File: src/rtl/hyperbus_rx_pkg.sv
// Shared types and constants for the HyperBus read-data assembler.
package hyperbus_rx_pkg;

  localparam int unsigned HW_W = 16;

  typedef enum logic [1:0] {
    IDLE  = 2'd0,
    RECV  = 2'd1,
    DRAIN = 2'd2
  } state_e;

  // FIFO entry is {last, data}; the packed struct itself lives in the user module.
  function automatic int unsigned entry_w(input int unsigned data_w);
    return data_w + 1;
  endfunction

endpackage

File: src/rtl/hyperbus_rx_fifo.sv
// Synchronous FIFO with a registered head word; a push into a full FIFO is
// accepted when the head is popped on the same edge.
module hyperbus_rx_fifo #(
  parameter int unsigned WIDTH = 33,
  parameter int unsigned DEPTH = 4
) (
  input  logic             clk_i,
  input  logic             rst_ni,
  input  logic             push_i,
  input  logic [WIDTH-1:0] entry_i,
  input  logic             ready_i,
  output logic [WIDTH-1:0] head_o,
  output logic             valid_o,
  output logic             drop_c,
  output logic             empty_nxt_c
);
  localparam int unsigned PTR_W = (DEPTH > 1) ? $clog2(DEPTH) : 1;
  localparam int unsigned CNT_W = $clog2(DEPTH) + 1;

  logic [WIDTH-1:0] r_mem [DEPTH];
  logic [PTR_W-1:0] r_rd_ptr;
  logic [PTR_W-1:0] r_wr_ptr;
  logic [CNT_W-1:0] r_count;
  logic [WIDTH-1:0] r_head;
  logic             r_valid;

  logic             w_pop;
  logic             w_full;
  logic             w_push_ok;
  logic [PTR_W-1:0] w_rd_nxt;
  logic [CNT_W-1:0] w_count_nxt;
  logic [WIDTH-1:0] w_head_nxt;

  always_comb begin
    w_pop       = r_valid && ready_i;
    w_full      = (r_count == CNT_W'(DEPTH));
    w_push_ok   = push_i && (!w_full || w_pop);
    drop_c      = push_i && !w_push_ok;
    w_rd_nxt    = w_pop ? r_rd_ptr + PTR_W'(1) : r_rd_ptr;
    w_count_nxt = r_count + CNT_W'(w_push_ok) - CNT_W'(w_pop);
    empty_nxt_c = (w_count_nxt == '0);
    w_head_nxt  = r_head;
    // Head refills from the incoming word only when storage behind it is empty.
    if (r_count == CNT_W'(w_pop)) begin
      if (w_push_ok) w_head_nxt = entry_i;
    end else if (w_pop) begin
      w_head_nxt = r_mem[w_rd_nxt];
    end
  end

  always_ff @(posedge clk_i or negedge rst_ni) begin
    if (!rst_ni) begin
      r_rd_ptr <= '0;
      r_wr_ptr <= '0;
      r_count  <= '0;
      r_head   <= '0;
      r_valid  <= 1'b0;
    end else begin
      r_rd_ptr <= w_rd_nxt;
      if (w_push_ok) r_wr_ptr <= r_wr_ptr + PTR_W'(1);
      r_count  <= w_count_nxt;
      r_head   <= w_head_nxt;
      r_valid  <= !empty_nxt_c;
    end
  end

  always_ff @(posedge clk_i) begin
    if (w_push_ok) r_mem[r_wr_ptr] <= entry_i;
  end

  assign head_o  = r_head;
  assign valid_o = r_valid;

endmodule

File: src/rtl/hyperbus_rx_assembler.sv
// Packs 16-bit DDR halfwords into DATA_WIDTH-bit read words and buffers them.
// Optional HYPERBUS_RX_ERR_CNT_EN adds a saturating dropped-word counter.
module hyperbus_rx_assembler
  import hyperbus_rx_pkg::*;
#(
  parameter int unsigned DATA_WIDTH = 32,
  parameter int unsigned FIFO_DEPTH = 4,
  parameter int unsigned BURST_W    = 16
) (
  input  logic                  clk_i,
  input  logic                  rst_ni,
  input  logic                  start_i,
  input  logic [BURST_W-1:0]    burst_len_i,
  input  logic                  ddr_valid_i,
  input  logic [HW_W-1:0]       ddr_data_i,
  output logic [DATA_WIDTH-1:0] data_o,
  output logic                  last_o,
  output logic                  valid_o,
  input  logic                  ready_i,
  output logic                  busy_o,
  output logic                  overflow_o
`ifdef HYPERBUS_RX_ERR_CNT_EN
  ,
  output logic [7:0]            err_cnt_o
`endif
);
  localparam int unsigned HW_PER_WORD = DATA_WIDTH / HW_W;
  localparam int unsigned HC_W        = (HW_PER_WORD > 1) ? $clog2(HW_PER_WORD) : 1;
  localparam int unsigned ENTRY_W     = entry_w(DATA_WIDTH);

  typedef struct packed {
    logic                  last;
    logic [DATA_WIDTH-1:0] data;
  } entry_t;

  state_e                r_state;
  state_e                w_state_nxt;
  logic [BURST_W-1:0]    r_remaining;
  logic [BURST_W-1:0]    w_remaining_nxt;
  logic [HC_W-1:0]       r_hw_cnt;
  logic [HC_W-1:0]       w_hw_cnt_nxt;
  logic [DATA_WIDTH-1:0] r_word;
  logic [DATA_WIDTH-1:0] w_word_nxt;
  logic [DATA_WIDTH-1:0] w_word_c;
  logic                  r_overflow;
  logic                  w_overflow_nxt;
  logic                  r_busy;
  logic [HW_W-1:0]       w_hw;
  logic                  w_hw_last;
  logic                  w_push;
  entry_t                w_entry;
  entry_t                w_head;
  logic                  w_valid;
  logic                  w_drop;
  logic                  w_empty_nxt;

  // Rising-edge samples form the upper byte, falling-edge samples the lower.
  for (genvar g = 0; g < HW_W / 2; g++) begin : g_lane
    assign w_hw[HW_W/2 + g] = ddr_data_i[2*g+1];
    assign w_hw[g]          = ddr_data_i[2*g];
  end

  for (genvar g = 0; g < HW_PER_WORD; g++) begin : g_slice
    assign w_word_c[g*HW_W +: HW_W] = (r_hw_cnt == HC_W'(g)) ? w_hw : r_word[g*HW_W +: HW_W];
  end

  assign w_hw_last     = (r_hw_cnt == HC_W'(HW_PER_WORD - 1));
  assign w_push        = (r_state == RECV) && ddr_valid_i && w_hw_last;
  assign w_entry.last  = (r_remaining == BURST_W'(1));
  assign w_entry.data  = w_word_c;

  hyperbus_rx_fifo #(
    .WIDTH (ENTRY_W),
    .DEPTH (FIFO_DEPTH)
  ) u_fifo (
    .clk_i       (clk_i),
    .rst_ni      (rst_ni),
    .push_i      (w_push),
    .entry_i     (w_entry),
    .ready_i     (ready_i),
    .head_o      (w_head),
    .valid_o     (w_valid),
    .drop_c      (w_drop),
    .empty_nxt_c (w_empty_nxt)
  );

  always_comb begin
    w_state_nxt     = r_state;
    w_remaining_nxt = r_remaining;
    w_hw_cnt_nxt    = r_hw_cnt;
    w_word_nxt      = r_word;
    w_overflow_nxt  = r_overflow;
    case (r_state)
      IDLE: begin
        if (start_i) begin
          w_overflow_nxt = 1'b0;
          w_hw_cnt_nxt   = '0;
          if (burst_len_i != '0) begin
            w_remaining_nxt = burst_len_i;
            w_state_nxt     = RECV;
          end
        end
      end
      RECV: begin
        if (ddr_valid_i) begin
          w_word_nxt = w_word_c;
          if (w_hw_last) begin
            // A dropped word still counts, so the burst always terminates.
            w_hw_cnt_nxt    = '0;
            w_remaining_nxt = r_remaining - BURST_W'(1);
            if (w_drop) w_overflow_nxt = 1'b1;
            if (w_entry.last) w_state_nxt = w_empty_nxt ? IDLE : DRAIN;
          end else begin
            w_hw_cnt_nxt = r_hw_cnt + HC_W'(1);
          end
        end
      end
      DRAIN: begin
        if (w_empty_nxt) w_state_nxt = IDLE;
      end
      default: w_state_nxt = IDLE;
    endcase
  end

  always_ff @(posedge clk_i or negedge rst_ni) begin
    if (!rst_ni) r_state <= IDLE;
    else         r_state <= w_state_nxt;
  end

  always_ff @(posedge clk_i or negedge rst_ni) begin
    if (!rst_ni) begin
      r_remaining <= '0;
      r_hw_cnt    <= '0;
      r_word      <= '0;
      r_overflow  <= 1'b0;
      r_busy      <= 1'b0;
    end else begin
      r_remaining <= w_remaining_nxt;
      r_hw_cnt    <= w_hw_cnt_nxt;
      r_word      <= w_word_nxt;
      r_overflow  <= w_overflow_nxt;
      r_busy      <= (w_state_nxt != IDLE);
    end
  end

`ifdef HYPERBUS_RX_ERR_CNT_EN
  logic [7:0] r_err_cnt;

  always_ff @(posedge clk_i or negedge rst_ni) begin
    if (!rst_ni)                              r_err_cnt <= '0;
    else if ((r_state == IDLE) && start_i)    r_err_cnt <= '0;
    else if (w_drop && (r_err_cnt != 8'hFF))  r_err_cnt <= r_err_cnt + 8'd1;
  end

  assign err_cnt_o = r_err_cnt;
`endif

  // last_o is qualified so a drained last word does not linger on the bus.
  assign data_o     = w_head.data;
  assign last_o     = w_head.last & w_valid;
  assign valid_o    = w_valid;
  assign busy_o     = r_busy;
  assign overflow_o = r_overflow;

endmodule

File: config.mk
export PLATFORM = sky130hd
export DESIGN_NAME = hyperbus_rx_assembler
export DESIGN_NICKNAME = d
export VERILOG_FILES = /design/src/rtl/hyperbus_rx_pkg.sv /design/src/rtl/hyperbus_rx_fifo.sv /design/src/rtl/hyperbus_rx_assembler.sv
export SDC_FILE = /design/constraint.sdc
export NUM_CORES = 1
export LEC_CHECK = 0
export CORE_UTILIZATION = 35
export DETAILED_ROUTE_END_ITERATION = 6
export GPL_TIMING_DRIVEN = 0
export PLACE_DENSITY = 0.5
export REMOVE_ABC_BUFFERS = 1
export SLEW_MARGIN = 20
export SYNTH_ARGS = -nofsm -noshare
export SYNTH_HDL_FRONTEND = slang
export SYNTH_HIERARCHICAL = 1
export SYNTH_SLANG_ARGS = --single-unit
export TNS_END_PERCENT = 50
File: constraint.sdc
create_clock -name clk_i -period 3.85 [get_ports clk_i]
set_input_delay 0.77 -clock clk_i [delete_from_list [all_inputs] [get_ports clk_i]]
set_output_delay 0.77 -clock clk_i [all_outputs]
set_load 0.01 [all_outputs]
==> results.txt, run 1 <==
----------------------------------------------------
[Global route]
  Global route total overflow ... 0
  Global-route wire length before repair ... approximately 41 mm
  Grt peak-use layer ... met2
  Antenna violations before repair ... 0
  GR met3 Demand/Resource ... 0.0253
  Global Route met1 Usage ... 0.236
  Global-route usage over all layers ... 0.171
  Met2 track utilization from global routing ... 0.280
  Via count of the first global-routing pass ... roughly 7000
  Maximum number of pins on one net before global-route repair ... 65

[Setup path]
  Cell breakdown of the critical path ... buf_12 > nand2_4 > inv_12 > ha_1 > inv_1 > ha_1 > inv_1 > fa_1 > xnor2_1 > xnor2_1 > nor3_2 > buf_4 > nor2_1 > a211o_1
  Data arrival time at the worst-slack endpoint ... approximately 4.0 ns
  Count of cells along the worst register-to-register path ... 14
  Capturing point of the worst reg2reg path ... busy_o
  Startpoint of the lowest-slack register-to-register path ... u_fifo/valid_o
  Slowest library cell on the worst path ... dfrtp_4
  Sort of element at the end of the critical path ... register
  Critical path class ... register to register
  Largest driver fanout on the critical path ... 43
  Biggest cell delay along the critical path ... between 0.6 and 0.7 ns
  Required time at the worst-slack endpoint ... 4.24 ns
  Critical Path Source Type ... register
  Worst reg-to-reg setup slack ... 0.24 ns

[Detailed routing]
  Mean routed wirelength per cell ... around 21 um
  Antenna-violating nets left ... 0
  Total routed wirelength ... 26.7 mm
  Via count ... around 7100
  Residual DRC count ... 0
  First-pass detailed-route iteration total ... 5
  Vias per Instance ... roughly 5.4
  Iteration-0 DRC Markers ... approximately 460

[Die]
  Initial Utilization ... 0.359
  Height of the chip ... roughly 180 um
  Number of core rows ... between 60 and 70
  Total Die Area ... between 0.03 and 0.04 sq mm
  Core Area ... around 0.030 sq mm
  DIE WIDTH ... 177 um
  Number of top-level pins ... between 70 and 80

[Cells and area]
  Most common library cell in the layout ignoring fill and taps ... edfxtp_1
  Proportion of layout cells with a drive suffix above 1 ... 0.174
  Leading cell types in the layout, fill and taps excluded ... edfxtp_1 (132), dfrtp_1 (90), clkdlybuf4s50_1 (70)
  Antenna Cells ... 0
  Final standard cell count with taps included and fillers excluded ... 1300
  Post-route cell area ... 0.0129 sq mm
  Final net count ... about 940
  Area growth from synthesis to final layout ... 19.9%

[STA]
  Final worst-path cycle share ... 0.937
  Achievable frequency ... between 0.2 and 0.3 GHz
  Final hold viol count ... 0
  Max-slew violations ... 0
  Number of failing setup endpoints in the final timing report ... 0
  Final Critical Period ... about 3.6 ns
  Accumulated negative setup slack ... 0 ns
  Worst slew pin tran ... 1.05 ns
  RSZ-0062 raised after global routing ... no
  Max-Slew Margin vs Limit ... 0.298
  Maximum clock skew at final layout ... between 0.01 and 0.015 ns

[Placement]
  Cell count after placement ... 1248
  Half-perimeter wire length after detailed placement ... 15.8 mm
  Port-buffer cells ... just over 70
  Total placed instance area ... roughly 0.012 sq mm
  Routability congestion estimate from global placement ... approximately 0.77

[Logic synthesis]
  EDFF count, synth ... 132
  Mux share of post-synthesis cell area ... 0.0941
  Share of synthesized cell area in full adder, half adder and majority cells ... 0.0112
  Synthesized-area fraction occupied by ao, oa, aoi and oai cells ... 0.157
  Sequential area share after synthesis ... 0.587
  Largest family of logic cells by synthesized area ... compound AO/OA/AOI/OAI gates
  Post-synthesis area per instance ... between 10 and 15 sq um
  Mapped cell area ... roughly 0.011 sq mm
  Post-synthesis simple-gate area fraction ... 0.112
  Distinct cell type count after synthesis ... 72
  Post-synthesis cell count ... roughly 840
  Post-synthesis share of cell area spent on xor and xnor gates ... 0.00407
  Fraction of synthesis flops using an asynchronous set or reset pin ... 0.416
  Seq cells post-synth ... between 200 and 250
  Flip-flop cell with the highest count after synthesis ... edfxtp_1
  Synth warnings ... 6

[Clocking]
  Clock-pin transition on the worst setup and hold timing paths ... ~0.050 ns
  CTS Hold Bufs ... 0
  CTS sink cnt ... ~230
  Worst-Skew Late Latency ... 0.53 ns
  TritonCTS clock tree ... built
  Cts bufs inserted ... 26
  Number of buffers on the longest clock path ... 3
  Number of levels in the clock H-tree ... 1
  Clock Tree Root ... clkbuf_16

[Min path]
  Type of the tightest min-delay check ... input pin to async pin

[Power]
  P_leak ... around 0.0046 uW
  Worst supply voltage drop on vdd ... 0.000356 V
  Power density over the cells ... 813 mW/mm^2

[Status]
  Result of the run ... finished, final reports clean

[Run]
  Max capacitance violation total ... 0

----------------------------------------------------
registers in the layout (all words and copies together), names as in the netlist, 2 cells and up:
signal and flops:
r_word 32, r_remaining 16, u_fifo/r_mem 132, u_fifo/head_o 33
r_state 2, u_fifo/r_count 3, u_fifo/r_wr_ptr 2, u_fifo/r_rd_ptr 2
layer usage:
layer  up-vias  routed length [um]
met3        33                1330
met1      3494               12400
met4         0                 537
met2       148               12500
li1       3393                   -
met5         -                   0
synth_stat cells (all sizes together), types with 3 or more instances:
library cell / count / area [sq um]
nor3: 9 / 50.1
o32ai: 3 / 45.1
o2111ai: 5 / 43.8
mux2: 65 / 732
buf: 41 / 228
o21ai: 37 / 185
nor2: 49 / 186
a2111oi: 14 / 123
o31ai: 5 / 37.5
o211ai: 14 / 105
nor4bb: 13 / 130
clkbuf: 24 / 91.3
and4b: 13 / 130
a21oi: 27 / 150
nand2: 34 / 138
a211oi: 67 / 503
dfrtp: 94 / 2350
edfxtp: 132 / 3960
mux2i: 28 / 280
nor2b: 15 / 93.8
ha: 8 / 100
and3: 5 / 31.3
nand2b: 8 / 50.1
a311o: 5 / 50.1
xnor2: 5 / 43.8
a221o: 14 / 140
nand3: 7 / 47.6
and2: 12 / 75.1
or3b: 8 / 72.6
nor4: 10 / 114
a211o: 4 / 35.0
a21boi: 7 / 56.3
a31oi: 16 / 100
a32oi: 3 / 26.3
inv: 16 / 60.1
worst max-delay path by stage:
stage / startpoint / depth (start not counted) / end / slack (ns)
6_report: u_fifo/valid_o / 14 / busy_o / 0.24
5_1_grt: u_fifo/valid_o / 14 / busy_o / 0.08
4_1_cts: ddr_valid_i / 16 / busy_o / 0.02
3_5_place_dp: ready_i / 14 / busy_o / -1.25
3_3_place_gp: ready_i / 13 / busy_o / -3.45
2_1_floorplan: u_fifo/valid_o / 12 / busy_o / -0.37
power by group:
| group | internal [uW] | switching, uW |
|---|---|---|
| registers | 3540 | 687 |
| clock network | 1560 | 960 |
| logic | 1720 | 2020 |
final cells by class:
cell class	count	area (sq um)
Fill cell	2763	17100
Sequential cell	226	6330
Multi-Input combinational cell	531	4110
Timing Repair Buffer	89	1020
Clock buffer	41	768
Tap cell	390	488
Clock inverter	7	111
Inverter	16	72.6
stage by stage:
step	power, uW	util	setup WS [ns]	hold slack (ns)
2_1_floorplan	6410	-	-0.366	0.471
3_3_place_gp	7830	0.389	-3.45	0.481
3_5_place_dp	7970	0.399	-1.25	0.488
4_1_cts	10600	0.429	0.0230	0.139
5_1_grt	11100	0.431	0.0827	0.155
6_report	10500	0.431	0.241	0.142
logic make-up (layout without fill, tap and decap cells):
kind of cell / count (synthesis) / count (layout)
fa+ha+maj: 9 / 9
flops: 226 / 226
mux: 93 / 93
simple gates: 193 / 193
compound gates: 231 / 231
xor+xnor: 5 / 5
buf+inv: 81 / 153
critical path, delay by kind of cell, from the launching register on:
| kind | cells | cell delay (ns) |
|---|---|---|
| compound gates | 1 | 0.32 |
| xor+xnor | 2 | 0.31 |
| fa+ha+maj | 3 | 0.81 |
| buf+inv | 5 | 0.86 |
| flops | 1 | 0.62 |
| simple gates | 3 | 0.53 |
repair_timing:
item | CTS | global route
gates cloned | 0 | 0
endpoints found under the setup margin | 3 | 1
gates resized for setup | 9 | 3
buffers inserted | 0 | 4
pin swaps | 0 | 2
(Power assumes the default switching activity.)
==> inputs of run 2 (changes only) <==
--- a/config.mk
+++ b/config.mk
@@ -10,6 +10,7 @@
 export GPL_TIMING_DRIVEN = 0
 export PLACE_DENSITY = 0.5
 export REMOVE_ABC_BUFFERS = 1
+export SETUP_SLACK_MARGIN = 0.05
 export SLEW_MARGIN = 20
 export SYNTH_ARGS = -nofsm -noshare
 export SYNTH_HDL_FRONTEND = slang
==> results of run 2 <==
The final DEF is identical to that of run 1; final timing and power are the same.
Among the figures that moved: number of gates resized after CTS 9 -> 10
==> inputs of run 3 (changes only) <==
--- a/config.mk
+++ b/config.mk
@@ -5,10 +5,12 @@
 export SDC_FILE = /design/constraint.sdc
 export NUM_CORES = 1
 export LEC_CHECK = 0
+export ABC_AREA = 1
 export CORE_UTILIZATION = 35
 export DETAILED_ROUTE_END_ITERATION = 6
 export GPL_TIMING_DRIVEN = 0
 export PLACE_DENSITY = 0.5
+export RECOVER_POWER = 100
 export REMOVE_ABC_BUFFERS = 1
 export SETUP_SLACK_MARGIN = 0.05
 export SLEW_MARGIN = 20
==> results.txt, run 3 <==
----------------------------------------------------
[Logic synthesis]
  Ranking of synthesized cells by instance count ... nand2_1 (344), inv_1 (149), nand3_1 (138)
  Dominant cells by area after synthesis ... edfxtp_1 (37%), dfrtp_1 (22%), nand2_1 (12%)
  Synth warnings ... 6 (unchanged)
  Most common cell in the synthesized netlist ... nand2_1
  Largest area contributor in the netlist ... edfxtp_1
  EDFF count, synth ... 132 (unchanged)
  Seq cells post-synth ... 226 (unchanged)
  Post-synthesis area per instance ... 8.98 sq um (-30%)
  Sequential area share after synthesis ... 0.587 (about the same)
  Flip-flop cell with the highest count after synthesis ... edfxtp_1
  Distinct cell type count after synthesis ... 32 (-56%)
  Mapped cell area ... 0.0108 sq mm (about the same)
  Proportion of netlist area held by the largest area contributor ... 0.368 (about the same)
  Post-synthesis cell count ... 1198 (+43%)
  Fraction of synthesis flops using an asynchronous set or reset pin ... 0.416 (unchanged)

[Die]
  Number of core rows ... 63 (unchanged)
  Total Die Area ... 0.0315 sq mm (about the same)
  Initial Utilization ... 0.359 (about the same)
  Core Area ... 0.0300 sq mm (unchanged)
  DIE WIDTH ... 177 um (about the same)
  Height of the chip ... 177 um (about the same)
  Number of top-level pins ... 73 (unchanged)

[Min path]
  Startpoint of the tightest hold check path ... u_fifo/head_o[22]
  End of the worst hold path ... u_fifo/head_o[22]
  Cell depth of the worst hold path ... 2
  Type of the tightest min-delay check ... register to register

[STA]
  Final Critical Period ... 3.59 ns (-0.0173 ns)
  Number of failing setup endpoints in the final timing report ... 0 (unchanged)
  Final hold viol count ... 0 (unchanged)
  Maximum clock skew at final layout ... 0.00890 ns (-0.00566 ns)
  Achievable frequency ... 0.278 GHz (+0.48%)
  Final worst-path cycle share ... 0.933 (-0.00449)
  Final-layout worst hold slack ... 0.472 ns (+0.329 ns)
  RSZ-0062 raised after global routing ... no
  Max-slew violations ... 37 (+37)
  Worst slew pin tran ... 2.32 ns (+1.27 ns)
  Max-Slew Margin vs Limit ... -0.546 (-0.844)
  Accumulated negative setup slack ... 0 ns (unchanged)

[Setup path]
  Capturing point of the worst reg2reg path ... u_fifo/r_mem[1][22]
  Critical path class ... input pin to register
  Slowest library cell on the worst path ... nor2_1
  Count of cells along the worst register-to-register path ... 9 (-5)
  Critical Path Source Type ... input pin
  Biggest cell delay along the critical path ... 1.02 ns (+0.40 ns)
  Sort of element at the end of the critical path ... register
  Delay-heaviest family, CP ... simple AND/OR/NAND/NOR gates
  Largest driver fanout on the critical path ... 18 (-58%)
  CP Depth ... 9 (-5)
  Data arrival time at the worst-slack endpoint ... 3.79 ns (-0.21 ns)
  Count of buffering cells on the critical path with inverters included ... 5 (unchanged)
  Cell breakdown of the critical path ... dlygate4sd3_1 > inv_1 > nor2_4 > inv_1 > nor2_1 > nand2_2 > nor2_1 > buf_16 > clkbuf_4
  Startpoint of the lowest-slack register-to-register path ... r_state[1]
  Required time at the worst-slack endpoint ... 4.05 ns (-0.19 ns)
  Worst reg-to-reg setup slack ... 0.39 ns (+0.15 ns)

[Cells and area]
  Proportion of layout cells with a drive suffix above 1 ... 0.0534 (-0.120)
  Antenna Cells ... 0 (unchanged)
  Final net count ... 1299 (+39%)
  Total of fill cells in the finished design ... 2943 (+6.5%)
  Post-route cell area ... 0.0128 sq mm (-1.1%)
  Leading cell types in the layout, fill and taps excluded ... nand2_1 (342), inv_1 (150), nand3_1 (139)
  Final standard cell count with taps included and fillers excluded ... 1663 (+28%)
  Register with the most flip-flops ... u_fifo/r_mem
  Area growth from synthesis to final layout ... 18.6%
  Number of flip-flops under the largest register name ... 132 (unchanged)
  Most common library cell in the layout ignoring fill and taps ... nand2_1

[Clocking]
  Worst-Skew Late Latency ... 0.52 ns (about the same)
  TritonCTS clock tree ... built
  Total of cells resized after clock tree synthesis ... 0
  Clock Tree Root ... clkbuf_16
  Setup Fix Bufs, Post-CTS ... 0 (unchanged)
  Number of buffers on the longest clock path ... 3 (unchanged)
  CTS Hold Bufs ... 0 (unchanged)
  CTS sink cnt ... 226 (unchanged)
  Cts bufs inserted ... 26 (unchanged)
  Clock-pin transition on the worst setup and hold timing paths ... 0.06 ns (about the same)
  Number of levels in the clock H-tree ... 1 (unchanged)

[Placement]
  Routability congestion estimate from global placement ... 0.818 (+6.0%)
  Half-perimeter wire length after detailed placement ... 15.8 mm (about the same)
  Cell count after placement ... 1615 (+29%)
  Total placed instance area ... 0.0121 sq mm (+1.4%)
  Port-buffer cells ... 72 (unchanged)

[Global route]
  Global route total overflow ... 0 (unchanged)
  Antenna violations before repair ... 1 (+1)
  Via count of the first global-routing pass ... 7760 (+11%)
  Global-route wire length before repair ... 42.6 mm (+3.4%)
  Maximum number of pins on one net before global-route repair ... 59 (-9.2%)
  Global-route usage over all layers ... 0.175 (+0.00340)

[Detailed routing]
  Via count ... 7928 (+12%)
  First-pass detailed-route iteration total ... 5 (unchanged)
  Residual DRC count ... 0 (unchanged)
  Total routed wirelength ... 26.6 mm (-0.56%)
  Vias per Instance ... 4.77 (-12%)
  Iteration-0 DRC Markers ... 524 (+14%)
  Antenna-violating nets left ... 0 (unchanged)
  Mean routed wirelength per cell ... 16.0 um (-22%)

[Power]
  Worst supply voltage drop on vdd ... 0.000320 V (-9.9%)
  Power density over the cells ... 798 mW/mm^2 (-1.9%)
  Overall Power ... 10200 uW (-2.9%)
  P_leak ... 0.00569 uW (+25%)

[Status]
  Result of the run ... finished, violations left
  Failing checks ... max-capacitance violations, max-slew violations

[Run]
  Max capacitance violation total ... 1 (+1)

----------------------------------------------------
==> run 3: changes by cell type after synthesis, sizes merged, moves of 15 or more <==
cell / change
nand3: +132
a211oi: -67
mux2i: -28
nor2b: -15
inv: +135
a31oi: -16
nand2: +314
nand3b: +67
o21ai: +44
nor2: +48
mux2: -65
a21oi: -23
==> run 3: worst max path at each step <==
stage                     slack (ns)         from                  end
after global placement         -3.35      ready_i    u_fifo/head_o[19]
after floorplan                 0.04      ready_i     u_fifo/head_o[0]
after CTS                       0.35  ddr_valid_i               busy_o
after global routing            0.05      ready_i    u_fifo/head_o[19]
after detailed placement       -0.20  ddr_valid_i               busy_o
final                           0.26  ddr_valid_i  u_fifo/r_mem[1][22]
==> run 3: final cells by class <==
type | instances | area (sq um) | area share
sequential | 226 | 6320 | 0.495
multi-input combinational | 761 | 3600 | 0.282
timing repair buffer | 87 | 960 | 0.0752
clock buffer | 42 | 802 | 0.0628
inverter | 151 | 567 | 0.0444
tap | 390 | 488 | 0.0382
clock inverter | 6 | 28.8 | 0.00225
==> run 3: layer usage <==
metal  part of all wire  GRT usage  wire length, um
met5            0.00041          0               11
met4              0.013     0.0370              346
met3              0.049     0.0259             1310
met2               0.47      0.296            12600
met1               0.46      0.236            12300
==> run 3: report_power, final <==
group	switching, uW	internal [uW]	total (uW)
clock network	956	1420	2370
logic	2670	1320	4000
registers	311	3510	3820
total	3940	6250	10200
==> run 3: stage by stage <==
| step | util | worst slack (ns) |
|---|---|---|
| after global routing | 0.426 | 0.0515 |
| final | 0.426 | 0.259 |
| after floorplan | - | 0.0378 |
| after detailed placement | 0.404 | -0.200 |
| after CTS | 0.432 | 0.352 |
| after global placement | 0.390 | -3.35 |
==> run 3: logic make-up (layout without fill, tap and decap cells) <==
family,after synthesis,in the layout,share of synthesized area
fa+ha+maj,9,9,0.0112
xor+xnor,5,5,0.00407
flops,226,226,0.587
compound gates,87,87,0.0413
simple gates,660,660,0.276
buf+inv,211,286,0.0807
==> run 3: worst register-to-register path: cells and delay by family (launching register included) <==
| kind | cells | cell delay [ns] |
|---|---|---|
| buffers and inverters | 4 | 0.73 |
| and+or+nand+nor | 5 | 2.01 |
| DFF | 1 | 0.38 |
